## src/rtl/cycle_sequencer.sv

```systemverilog
// cycle_sequencer: multi-cycle stage FSM issuing IR/PC/RB/MEM write strobes.
// Define SEQ_WATCHDOG_EN to add an INSW timeout with a sticky io_timeout flag.

module cycle_sequencer #(
    parameter int RESET_CYCLES    = 4,
    parameter int MEM_WAIT        = 1,
    parameter int WATCHDOG_CYCLES = 1024
) (
    input  logic       clock,
    input  logic       reset,
    input  logic [6:0] ID,
    input  logic [1:0] controlEM,
    input  logic [2:0] controlRB,
    input  logic       button,
    output logic       ir_load,
    output logic       pc_write,
    output logic       rb_write,
    output logic       mem_write,
    output logic [2:0] stage,
    output logic       MODE,
    output logic       wait_io,
    output logic       halted,
    output logic       io_timeout
);

    typedef enum logic [2:0] {
        S_RESET  = 3'd0,
        S_FETCH  = 3'd1,
        S_DECODE = 3'd2,
        S_EXEC   = 3'd3,
        S_MEM    = 3'd4,
        S_WB     = 3'd5,
        S_WAITIO = 3'd6,
        S_HALT   = 3'd7
    } state_e;

    localparam logic [6:0] ID_INSW = 7'd71;
    localparam logic [6:0] ID_SWI  = 7'd72;
    localparam logic [6:0] ID_HALT = 7'd75;

    localparam int MAX_A = (RESET_CYCLES > MEM_WAIT) ? RESET_CYCLES : MEM_WAIT;
`ifdef SEQ_WATCHDOG_EN
    localparam int MAX_C = (MAX_A > WATCHDOG_CYCLES) ? MAX_A : WATCHDOG_CYCLES;
`else
    localparam int MAX_C = MAX_A;
`endif
    localparam int CW = $clog2(MAX_C + 1);

    localparam logic [CW-1:0] RST_LAST = CW'(RESET_CYCLES - 1);
    localparam logic [CW-1:0] MEM_LAST = CW'(MEM_WAIT);
`ifdef SEQ_WATCHDOG_EN
    localparam logic [CW-1:0] WD_LAST  = CW'(WATCHDOG_CYCLES - 1);
`endif

    if (RESET_CYCLES < 1 || MEM_WAIT < 0 || WATCHDOG_CYCLES < 1) begin : g_bad_cfg
        $error("cycle_sequencer: invalid parameter value");
    end

    state_e        state_q, state_d;
    logic [CW-1:0] cnt_q, cnt_d;
    logic          mode_q, mode_d;
    logic          button_prev_q, button_prev_d;
    logic          btn_edge;
`ifdef SEQ_WATCHDOG_EN
    logic          tmo_q, tmo_d;
    logic          wd_fire_q, wd_fire_d;
`endif

    assign btn_edge = button & ~button_prev_q;

    always_comb begin
        state_d       = state_q;
        cnt_d         = cnt_q;
        mode_d        = mode_q;
        button_prev_d = button;
`ifdef SEQ_WATCHDOG_EN
        tmo_d         = tmo_q;
        wd_fire_d     = wd_fire_q;
`endif
        unique case (state_q)
            S_RESET: begin
                if (cnt_q == RST_LAST) begin
                    state_d = S_FETCH;
                    cnt_d   = '0;
                end else begin
                    cnt_d = cnt_q + CW'(1);
                end
            end
            S_FETCH: state_d = S_DECODE;
            S_DECODE: begin
                if (ID == ID_HALT) begin
                    state_d = S_HALT;
                end else if (ID == ID_INSW) begin
                    state_d = S_WAITIO;
                    cnt_d   = '0;
                end else begin
                    state_d = S_EXEC;
                end
            end
            S_EXEC: begin
                if (controlEM != 2'd0 || controlRB == 3'd3) begin
                    state_d = S_MEM;
                    cnt_d   = '0;
                end else begin
                    state_d = S_WB;
                end
            end
            S_MEM: begin
                if (cnt_q == MEM_LAST) begin
                    state_d = S_WB;
                    cnt_d   = '0;
                end else begin
                    cnt_d = cnt_q + CW'(1);
                end
            end
            S_WB: begin
                state_d = S_FETCH;
                if (ID == ID_SWI) mode_d = ~mode_q;
`ifdef SEQ_WATCHDOG_EN
                wd_fire_d = 1'b0;
`endif
            end
            S_WAITIO: begin
                // A button edge beats a timeout landing in the same cycle.
                if (btn_edge) begin
                    state_d = S_WB;
`ifdef SEQ_WATCHDOG_EN
                end else if (cnt_q == WD_LAST) begin
                    state_d   = S_WB;
                    tmo_d     = 1'b1;
                    wd_fire_d = 1'b1;
                end else begin
                    cnt_d = cnt_q + CW'(1);
`endif
                end
            end
            S_HALT: begin
                if (btn_edge) state_d = S_WB;
            end
            default: state_d = S_RESET;
        endcase
    end

    always_comb begin
        ir_load   = (state_q == S_FETCH);
        pc_write  = (state_q == S_WB);
        mem_write = (state_q == S_MEM) && (cnt_q == '0) && (controlEM != 2'd0);
`ifdef SEQ_WATCHDOG_EN
        rb_write  = (state_q == S_WB) && (controlRB != 3'd0) && !wd_fire_q;
        io_timeout = tmo_q;
`else
        rb_write  = (state_q == S_WB) && (controlRB != 3'd0);
        io_timeout = 1'b0;
`endif
        stage     = state_q;
        MODE      = mode_q;
        wait_io   = (state_q == S_WAITIO);
        halted    = (state_q == S_HALT);
    end

    always_ff @(posedge clock) begin
        if (reset) begin
            state_q       <= S_RESET;
            cnt_q         <= '0;
            mode_q        <= 1'b1;
            button_prev_q <= 1'b1;
`ifdef SEQ_WATCHDOG_EN
            tmo_q         <= 1'b0;
            wd_fire_q     <= 1'b0;
`endif
        end else begin
            state_q       <= state_d;
            cnt_q         <= cnt_d;
            mode_q        <= mode_d;
            button_prev_q <= button_prev_d;
`ifdef SEQ_WATCHDOG_EN
            tmo_q         <= tmo_d;
            wd_fire_q     <= wd_fire_d;
`endif
        end
    end

endmodule

```

## config.mk

```make
export PLATFORM = sky130hd
export DESIGN_NAME = cycle_sequencer
export DESIGN_NICKNAME = d
export VERILOG_FILES = /design/src/rtl/cycle_sequencer.sv
export SDC_FILE = /design/constraint.sdc
export NUM_CORES = 1
export LEC_CHECK = 0
export CAP_MARGIN = 0
export CORE_MARGIN = 5
export CORE_UTILIZATION = 40
export CTS_CLUSTER_SIZE = 10
export DETAILED_ROUTE_END_ITERATION = 7
export GPL_ROUTABILITY_DRIVEN = 0
export PLACE_DENSITY = 0.72
export SLEW_MARGIN = 20
export SYNTH_ARGS = -nofsm -noshare
export SYNTH_HDL_FRONTEND = slang
export SYNTH_SLANG_ARGS = --single-unit
```

## constraint.sdc

```tcl
create_clock -name clock -period 2.2 [get_ports clock]
set_clock_uncertainty 0.05 [all_clocks]
set_input_delay 0.44 -clock clock [delete_from_list [all_inputs] [get_ports clock]]
set_output_delay 0.44 -clock clock [all_outputs]
set_load 0.005 [all_outputs]
```

* Yosys cells after proc, flatten, opt, wreduce, memory -nomap -nowiden *
Cells that the tools add are included.

word-level totals
  register bits after elaboration = 8
  bits in latches = 0
  memory bits (writable) = 0
  bits in read-only memories = 0
  bits of input ports = 15
  output and inout bits = 11
  memories kept = 0

cells by class
  $add $sub $neg = 1
  $mul = 0
  divide/modulo/power cells = 0
  $lt $le $gt $ge = 0
  equality and inequality tests = 19
  shift operators = 0
  multiplexer cells = 13
  bitwise gates (word level) = 3
  reductions and logical operators = 13

operators by type and width
  operator                                                                 count
  3-bit two-way mux                                                        10
  7-bit equality test, second input constant                               3
  3-bit case mux with 7 select lines                                       1
  3-bit by 2-bit equality test with 1-bit output, second input constant    4
  3-bit equality test, second input constant                               4
  3-bit case mux with 4 select lines                                       1
  2-bit inequality test, second input constant                             5
  3-bit by 1-bit equality test with 1-bit output, second input constant    2
  3-bit zero test                                                          2
  4-bit AND reduction                                                      1
  4-bit nonzero test                                                       1
  3-bit by 1-bit adder with 3-bit output, second input constant            1
  1-bit logical AND                                                        3
  3-bit AND reduction                                                      1
  3-bit nonzero test                                                       1
  2-bit by 1-bit inequality test with 1-bit output, second input constant  1
  1-bit inverter                                                           2
  2-bit AND reduction                                                      1
  2-bit nonzero test                                                       1
  2-bit OR reduction                                                       1
  1-bit AND                                                                1
  1-bit logical OR                                                         1
  1-bit two-way mux                                                        1

* Logic depth before layout (Yosys ltp) *
Gate-level depths: netlist of the first run.

  depth after elaboration = 4
  mapped depth = 7
  mapped depth without buffers = 7

* Worst setup path before layout of the first run *
No wires, ideal clock.

  kind = input-to-reg
  from = input ID[5]
  to = register cnt_q[2]
  setup time = 0.122 ns
  arrival time = 1.779 ns
  required time = 2.028 ns
  path slack = 0.249 ns
  cell stages on the path = 5
  cells stage by stage = or3b_4 > or4_4 > a21oi_4 > o21ai_0 > o311a_1

on the way
  cells in the longest elaborated chain, start to end = 3

ends and longest elaborated chain
  what                                           RTL line  RTL
  start, declared                                11        input logic [6:0] ID,
  7-bit equality test, on equally long branches  93, 91
  2-bit inequality test (no line)                --
  4-bit AND reduction (no line) *                --
  end signal, assigned                           173       cnt_q <= cnt_d;
  end, declared                                  60        logic [CW-1:0] cnt_q, cnt_d;

Every way passes the cells marked *; elsewhere a longest branch is shown, timed or not.
A chain may end at the register's enable or synchronous reset.

* Worst setup path in the final report of the first run *
  from = input ID[6]
  to = register cnt_q[2]

Same word-level chain as after synthesis.

==> impl_metrics.py, run 1 <==
metrics = {
    "status": {
        "status": "finished, final reports clean",
    },
    "clock_network": {
        "htreeDepth": 1,
        "clockBufferDepth": 2,
        "numCtsBuffers": 3,
        "clkLatencyLatePin_ns": 0.26,
        "cts_root_buf": "clkbuf_4",
        "path_clk_slew_ns": 0.06,
        "cts_tree": "yes",
        "cts_sinks": 8,
    },
    "sta": {
        "holdWs_ns": 0.440,
        "tightest_slew_ns": 0.579,
        "setup_violations": 0,
        "rsz0062_at_grt": "no",
        "drv_slew": 0,
        "finalCritPeriodShare_pct": 98.1,
        "fmax_mhz": 463,
        "hold_violations": 0,
        "finalCriticalPeriod_ns": 2.16,
        "slew_headroom_pct": 61.2,
    },
    "yosys": {
        "synthFlopType": "dfxtp_1",
        "synth_area_um2": 649,
        "synth_edf_count": 0,
        "ys_async_sr_fraction_pct": 0,
        "ys_ff_latch": 8,
        "yosys_warnings": 0,
        "syn_area_per_cell_um2": 7.46,
        "syn_inst": 87,
        "ys_seq_area_share_pct": 24.7,
        "syn-num-nets": 107,
        "ys_types": 36,
    },
    "global_routing": {
        "grt_pass1_wl_um": 2680,
        "antenna_found_initial": 0,
        "grt_util_all_layers_pct": 13.6,
        "grt.overflow.total": 0,
        "first_global_vias": 638,
        "grt_max_degree": 13,
    },
    "setup_path": {
        "path_cells": "clkdlybuf4s50_1 -> or3b_4 -> or4_4 -> a21oi_4 -> o21ai_0 -> o311a_1",
        "reg2reg_slack_ns": 0.42,
        "crit_type": "in -> reg",
        "crit_start": "ID[6]",
        "r2r-start": "stage[1]$_SDFFE_PP0P_",
        "worst-endpoint-arrival_ns": 2.26,
        "worstSetupEndpointType": "flip-flop",
        "path_max_fanout": 5,
        "reg2reg_depth": 6,
        "crit_required_ns": 2.30,
        "worst_r2r_endpoint": "cnt_q[2]$_SDFFE_PP0P_",
        "start_kind": "input port",
        "crit_path_end": "cnt_q[2]$_SDFFE_PP0P_",
        "critPathMaxStageDelay_ns": 0.54,
        "slowest_stage": "or4_4",
    },
    "placed_design": {
        "placed_cell_area_um2": 928,
        "dp_cells": 128,
        "dp_hpwl_um": 1400,
        "io_buffers": 24,
    },
    "finish": {
        "drive_gt1_share_pct": 14.8,
        "fin_area_um2": 962,
        "mostFrequentLayoutCell": "clkdlybuf4s50_1",
        "most-common-layout-cells": "clkdlybuf4s50_1, nand2_1, nor2_1, dfxtp_1, inv_1",
        "syn_to_final_growth_pct": 48.2,
        "utilization_pct": 63.1,
        "finalNonFillerCells": 131,
        "fillCellCount": 140,
        "nets": 137,
        "antennaDiodeCount": 0,
    },
    "worst_hold_path": {
        "hold_class": "reg -> reg",
        "min_path_cells": 2,
    },
    "floorplanning": {
        "die-area_mm2": 0.00253,
        "die_x_um": 50.3,
        "core_mm2": 0.00152,
        "start_util_pct": 42.6,
        "rows": 14,
        "io_pins": 26,
        "dieHeight_um": 50.3,
    },
    "power_and_ir_drop": {
        "p_per_area_mw_per_mm2": 809,
        "peakVddDrop_mv": 0.611,
        "p_leak_nw": 0.357,
    },
    "detailed_routing": {
        "final_antenna_net_count": 0,
        "wl_um": 1720,
        "routedWlPerCell_um": 13.1,
        "drt_first_pass_iters": 4,
        "via_per_inst": 5.27,
        "first_iter_violations": 1,
        "vias": 690,
        "drc": 0,
    },
    "flow_run": {
        "maxCapViolations": 0,
    },
}
[how the worst min path moves through the flow]
| stage | endpoint | startpoint | slack, ns |
|---|---|---|---|
| after floorplan | cnt_q[1]$_SDFFE_PP0P_ | cnt_q[1]$_SDFFE_PP0P_ | 0.41 |
| after global placement | MODE$_SDFFE_PP1P_ | MODE$_SDFFE_PP1P_ | 0.42 |
| after detailed placement | MODE$_SDFFE_PP1P_ | MODE$_SDFFE_PP1P_ | 0.43 |
| after CTS | MODE$_SDFFE_PP1P_ | MODE$_SDFFE_PP1P_ | 0.44 |
| after global routing | MODE$_SDFFE_PP1P_ | MODE$_SDFFE_PP1P_ | 0.47 |
| final | MODE$_SDFFE_PP1P_ | MODE$_SDFFE_PP1P_ | 0.44 |
[per-stage QoR]
step	setup TNS [ns]	total power [mW]	setup WS [ns]
floorplan	0	0.504	0.249
global placement	-0.763	0.646	-0.218
detailed placement	-0.801	0.662	-0.225
CTS	0	0.781	0.0487
global route	0	0.843	0.00326
finish	0	0.779	0.0420
[report_power, final]
| group | internal [mW] | switching (mW) | total (mW) | leakage [nW] |
|---|---|---|---|---|
| registers | 0.188 | 0.0525 | 0.240 | 0.0661 |
| clock network | 0.0626 | 0.0523 | 0.115 | 0.0138 |
| logic | 0.211 | 0.213 | 0.424 | 0.277 |
[critical path: cells and delay by family]
family	cells	cell delay, ns
simple gates	2	0.93
compound gates	3	0.45
buf+inv	1	0.44
[cells by family (layout without fill, tap and decap cells)]
logic type               count (synthesis)  in the layout  share of synthesized area (%)
XOR/XNOR                                 3              3                           4.05
multiplexers                             1              1                           1.54
flip-flops                               8              8                           24.7
AO/OA/AOI/OAI                           21             21                           22.4
AND/OR/NAND/NOR                         36             36                           29.7
other                                    1              1                          0.577
adder cells (fa/ha/maj)                  5              5                           9.63
buffers and inverters                   12             40                           7.51
[repair_timing]
item	4_1_cts	5_1_grt
buffers inserted	0	0
hold buffers	0	0
gates resized for setup	2	2
setup endpoints to repair	2	4
[cell usage after synthesis (3+ instances only)]
cell      n  area (µm²)
nand2b_1  3        18.8
nand3_1   4        20.0
inv_1     7        26.3
dfxtp_1   8         160
nor2_1    8        30.0
ha_1      5        62.6
a21oi_1   4        20.0
nand2_1   8        30.0
o21ai_0   5        25.0
nor3_1    4        20.0
[routing by layer]
layer  vias to the layer above  track usage (%)  wire length (µm)
met5                         -                0                 0
met1                       309             16.1               766
met4                         0             7.66                29
met3                         3             4.73               109
li1                        361                -                 -
met2                        17             21.1               817
[sequential cells by signal (all words and copies together), names as in the netlist]
signal	cells
button_prev_q	1
MODE	1
cnt_q	3
stage	3
[final cells by class]
class	count	area, µm²	share of cell area [%]
Clock buffer	3	22.5	2.34
Sequential cell	8	161	16.8
Multi-Input combinational cell	67	452	46.9
Timing Repair Buffer	29	277	28.7
Inverter	8	30.0	3.12
Tap cell	16	20.0	2.08
Note: power is estimated with default switching activity, not from simulation.
==> inputs of run 2 (changes only) <==
Settings changed: CAP_MARGIN 0 to unset, SKIP_CTS_REPAIR_TIMING set to 1.
==> run 2 against run 1 <==
Register-to-register slack is essentially flat. Via count unchanged. Clock power about the same. Routed wire length rose by 0.12%.
==> impl_metrics.py, run 2 (synthesis gave the netlist of run 1 again) <==
metrics = {
    "status": {
        "status": "finished, final reports clean",
    },
    "worst_hold_path": {
        "hold_class": "reg -> reg",
    },
    "clock_network": {
        "path_clk_slew_ns": 0.06,
        "clockBufferDepth": 2,
        "clkLatencyLatePin_ns": 0.26,
        "numCtsBuffers": 3,
        "cts_sinks": 8,
        "htreeDepth": 1,
        "cts_tree": "yes",
        "cts_root_buf": "clkbuf_4",
    },
    "power_and_ir_drop": {
        "clkPwrFrac_pct": 14.7,
        "p_per_area_mw_per_mm2": 807,
        "p_int_mw": 0.461,
        "combPwrFrac_pct": 54.4,
        "swShare_pct": 40.8,
        "seqPwrFrac_pct": 30.8,
        "peakVddDrop_mv": 0.611,
        "p_switching_mw": 0.318,
        "p_leak_nw": 0.371,
    },
    "detailed_routing": {
        "via_per_inst": 5.27,
        "routedWlPerCell_um": 13.2,
        "vias": 690,
        "final_antenna_net_count": 0,
        "drt_first_pass_iters": 4,
        "drc": 0,
        "first_iter_violations": 1,
        "wl_um": 1720,
    },
    "sta": {
        "finalCriticalPeriod_ns": 2.16,
        "rsz0062_at_grt": "no",
        "setup_violations": 0,
        "finalCritPeriodShare_pct": 98.1,
        "hold_violations": 0,
        "layout_setup_ws_ns": 0.0420,
        "tightest_slew_ns": 0.579,
        "drv_slew": 0,
        "fin_setup_tns_ns": 0,
        "slew_headroom_pct": 61.2,
        "fmax_mhz": 463,
    },
    "finish": {
        "syn_to_final_growth_pct": 48.7,
        "mostFrequentLayoutCell": "clkdlybuf4s50_1",
        "fillCellCount": 140,
        "most-common-layout-cells": "clkdlybuf4s50_1, nand2_1, nor2_1, dfxtp_1, inv_1",
        "nets": 137,
        "antennaDiodeCount": 0,
        "drive_gt1_share_pct": 14.8,
    },
    "global_routing": {
        "grt_pass1_wl_um": 2720,
        "grt_util_all_layers_pct": 13.7,
        "antenna_found_initial": 0,
        "grt.overflow.total": 0,
        "grt_max_degree": 13,
        "first_global_vias": 645,
    },
    "setup_path": {
        "path_max_fanout": 5,
        "path_cells": "clkdlybuf4s50_1 -> or3b_4 -> or4_4 -> a21oi_4 -> o21ai_0 -> o311a_1",
        "slowest_stage": "or4_4",
        "worstSetupEndpointType": "flip-flop",
        "crit_required_ns": 2.30,
        "start_kind": "input port",
        "worst-endpoint-arrival_ns": 2.26,
        "crit_type": "in -> reg",
        "critPathMaxStageDelay_ns": 0.54,
    },
    "floorplanning": {
        "dieHeight_um": 50.3,
        "io_pins": 26,
        "rows": 14,
        "start_util_pct": 42.6,
        "core_mm2": 0.00152,
        "die-area_mm2": 0.00253,
        "die_x_um": 50.3,
    },
    "placed_design": {
        "dp_hpwl_um": 1400,
        "io_buffers": 24,
        "preCtsSetupSlack_ns": -0.225,
    },
    "flow_run": {
        "maxCapViolations": 0,
    },
}
## run 2: changes by cell type in the layout (fill, tap and decap cells not counted)
cell and change:
dlygate4sd2_1 -1, dlymetal6s2s_1 +1
## run 2: stage by stage
step / utilization, % / hold slack (ns) / instance area (µm²) / power (mW) / instances
global route: 63.4 / 0.472 / 966 / 0.844 / 131
floorplan: - / 0.410 / 649 / 0.504 / 87
detailed placement: 60.9 / 0.426 / 928 / 0.662 / 128
CTS: 62.4 / 0.444 / 951 / 0.779 / 131
finish: 63.4 / 0.440 / 966 / 0.779 / 131
global placement: 60.9 / 0.423 / 928 / 0.646 / 128
## run 2: area by class of cell
| cell class | count | area [µm²] | share of cell area [%] |
|---|---|---|---|
| Sequential cell | 8 | 161 | 16.7 |
| Inverter | 8 | 30.0 | 3.11 |
| Clock buffer | 3 | 22.5 | 2.33 |
| Tap cell | 16 | 20.0 | 2.07 |
| Timing Repair Buffer | 29 | 280 | 29.0 |
| Multi-Input combinational cell | 67 | 452 | 46.8 |
## run 2: worst max-delay path: cells and delay by family
kind            cells  cell delay (ns)
compound gates      3             0.45
buf+inv             1             0.44
simple gates        2             0.93
## run 2: layer usage
layer / track usage (%) / vias up / routed length, µm
met3: 4.73 / 3 / 109
met2: 21.3 / 17 / 818
met4: 7.66 / 0 / 29
met5: 0 / - / 0
met1: 16.3 / 309 / 767
li1: - / 361 / -
## run 2: final timing paths
check	cells past startpoint	end	slack, ns	start
min reg2reg	2	MODE$_SDFFE_PP1P_	0.44	MODE$_SDFFE_PP1P_
max reg2reg	6	cnt_q[2]$_SDFFE_PP0P_	0.42	stage[1]$_SDFFE_PP0P_
min	2	MODE$_SDFFE_PP1P_	0.44	MODE$_SDFFE_PP1P_
max	6	cnt_q[2]$_SDFFE_PP0P_	0.04	ID[6]
## run 2: power groups by stage
stage	Sequential, mW	Combinational [mW]	Clock, mW
detailed placement	0.240	0.422	0
CTS	0.237	0.424	0.119
finish	0.240	0.424	0.115
global route	0.244	0.474	0.126
floorplan	0.219	0.284	0
global placement	0.238	0.408	0
==> inputs of run 3 (changes only) <==
Settings changed: CAP_MARGIN set to 20.
Clock period 2.2 ns to 2 ns, I/O delays scaled along.
==> run 3 against run 2 <==
Register-to-register slack got worse by 0.23 ns. Routed wire length increased by 7.3%. Critical path depth shrank 3. Clock-buffer cell count unchanged. Via count up 6.4%.
==> impl_metrics.py, run 3 (synthesis gave the netlist of run 1 again) <==
metrics = {
    "status": {
        "status": "finished, final reports clean",
    },
    "power_and_ir_drop": {
        "p_total_mw": 0.936,
        "p_leak_nw": 0.445,
        "peakVddDrop_mv": 0.648,
        "p_per_area_mw_per_mm2": 897,
    },
    "floorplanning": {
        "start_util_pct": 42.6,
        "io_pins": 26,
        "die-area_mm2": 0.00253,
        "die_x_um": 50.3,
        "core_mm2": 0.00152,
        "rows": 14,
        "dieHeight_um": 50.3,
    },
    "sta": {
        "hold_violations": 0,
        "finalCriticalPeriod_ns": 1.95,
        "drv_slew": 0,
        "setup_violations": 0,
        "rsz0062_at_grt": "yes",
        "finalCritPeriodShare_pct": 97.5,
        "fmax_mhz": 513,
        "layout_setup_ws_ns": 0.0505,
    },
    "clock_network": {
        "cts_root_buf": "clkbuf_4",
        "clockBufferDepth": 2,
        "cts_sinks": 8,
        "clkLatencyLatePin_ns": 0.25,
        "htreeDepth": 1,
        "numCtsBuffers": 3,
        "path_clk_slew_ns": 0.05,
        "cts_tree": "yes",
    },
    "global_routing": {
        "grt_max_degree": 13,
        "grt_pass1_wl_um": 2990,
        "first_global_vias": 707,
        "grt.overflow.total": 0,
        "antenna_found_initial": 0,
        "grt_util_all_layers_pct": 14.7,
    },
    "detailed_routing": {
        "drt_first_pass_iters": 4,
        "wl_um": 1850,
        "first_iter_violations": 13,
        "routedWlPerCell_um": 13.7,
        "drc": 0,
        "final_antenna_net_count": 0,
        "vias": 734,
        "via_per_inst": 5.44,
    },
    "placed_design": {
        "preCtsSetupSlack_ns": -0.412,
        "dp_hpwl_um": 1460,
        "io_buffers": 24,
    },
    "setup_path": {
        "crit_required_ns": 1.55,
        "path_max_fanout": 10,
        "worstSetupEndpointType": "output port",
        "start_kind": "flip-flop",
        "worst-endpoint-arrival_ns": 1.50,
        "crit_type": "reg -> out",
    },
    "finish": {
        "antennaDiodeCount": 0,
        "syn_to_final_growth_pct": 60.7,
        "drive_gt1_share_pct": 23.5,
        "fillCellCount": 127,
        "utilization_pct": 68.5,
        "mostFrequentLayoutCell": "clkdlybuf4s50_1",
        "nets": 141,
        "most-common-layout-cells": "clkdlybuf4s50_1, nand2_1, buf_4, nor2_1",
    },
    "flow_run": {
        "maxCapViolations": 0,
    },
    "worst_hold_path": {
        "hold_class": "reg -> reg",
    },
}
[run 3: changes by cell type in the layout (fill, tap and decap cells not counted), sizes merged]
cell,change
dlymetal6s2s,+4
buf,+4
clkdlybuf4s50,-4
[run 3: worst paths after layout]
check                             start                    end  slack, ns  cells after the start
setup reg to reg  stage[1]$_SDFFE_PP0P_  cnt_q[1]$_SDFFE_PP0P_       0.19                      6
hold reg to reg       MODE$_SDFFE_PP1P_      MODE$_SDFFE_PP1P_       0.44                      2
setup / recovery  stage[1]$_SDFFE_PP0P_                ir_load       0.05                      3
hold / removal        MODE$_SDFFE_PP1P_      MODE$_SDFFE_PP1P_       0.44                      2
[run 3: stage by stage]
step,cell area (µm²),TNS [ns],std cells,hold slack (ns)
floorplan,649,0,87,0.410
global placement,936,-1.53,129,0.423
detailed placement,936,-1.67,129,0.428
CTS,958,-0.916,132,0.444
global route,1040,-0.0474,135,0.483
finish,1040,0,135,0.442
[run 3: power by group]
| part | switching [mW] | internal (mW) | leakage [nW] |
|---|---|---|---|
| clock network | 0.0547 | 0.0687 | 0.0138 |
| logic | 0.276 | 0.270 | 0.365 |
| registers | 0.0589 | 0.208 | 0.0665 |
| total | 0.390 | 0.546 | 0.445 |
[run 3: area by class of cell]
type	count	area, µm²	area share, %
sequential	8	163	15.6
inverter	8	30.0	2.88
clock buffer	3	22.5	2.16
timing repair buffer	33	324	31.1
multi-input combinational	67	484	46.4
tap	16	20.0	1.92
[run 3: per-layer routing]
| layer | GRT usage, % | vias up | share of wire, % |
|---|---|---|---|
| met1 | 18.2 | 335 | 43 |
| met5 | 0 | - | 0 |
| li1 | - | 372 | - |
| met4 | 6.38 | 0 | 0.81 |
| met3 | 3.55 | 4 | 6.4 |
| met2 | 24.1 | 23 | 50 |
[run 3: critical path, stage by stage (launching register included)]
cell and delay (ns):
dfxtp_2 0.39, buf_4 0.17, nor3_1 0.17, clkdlybuf4s50_1 0.53
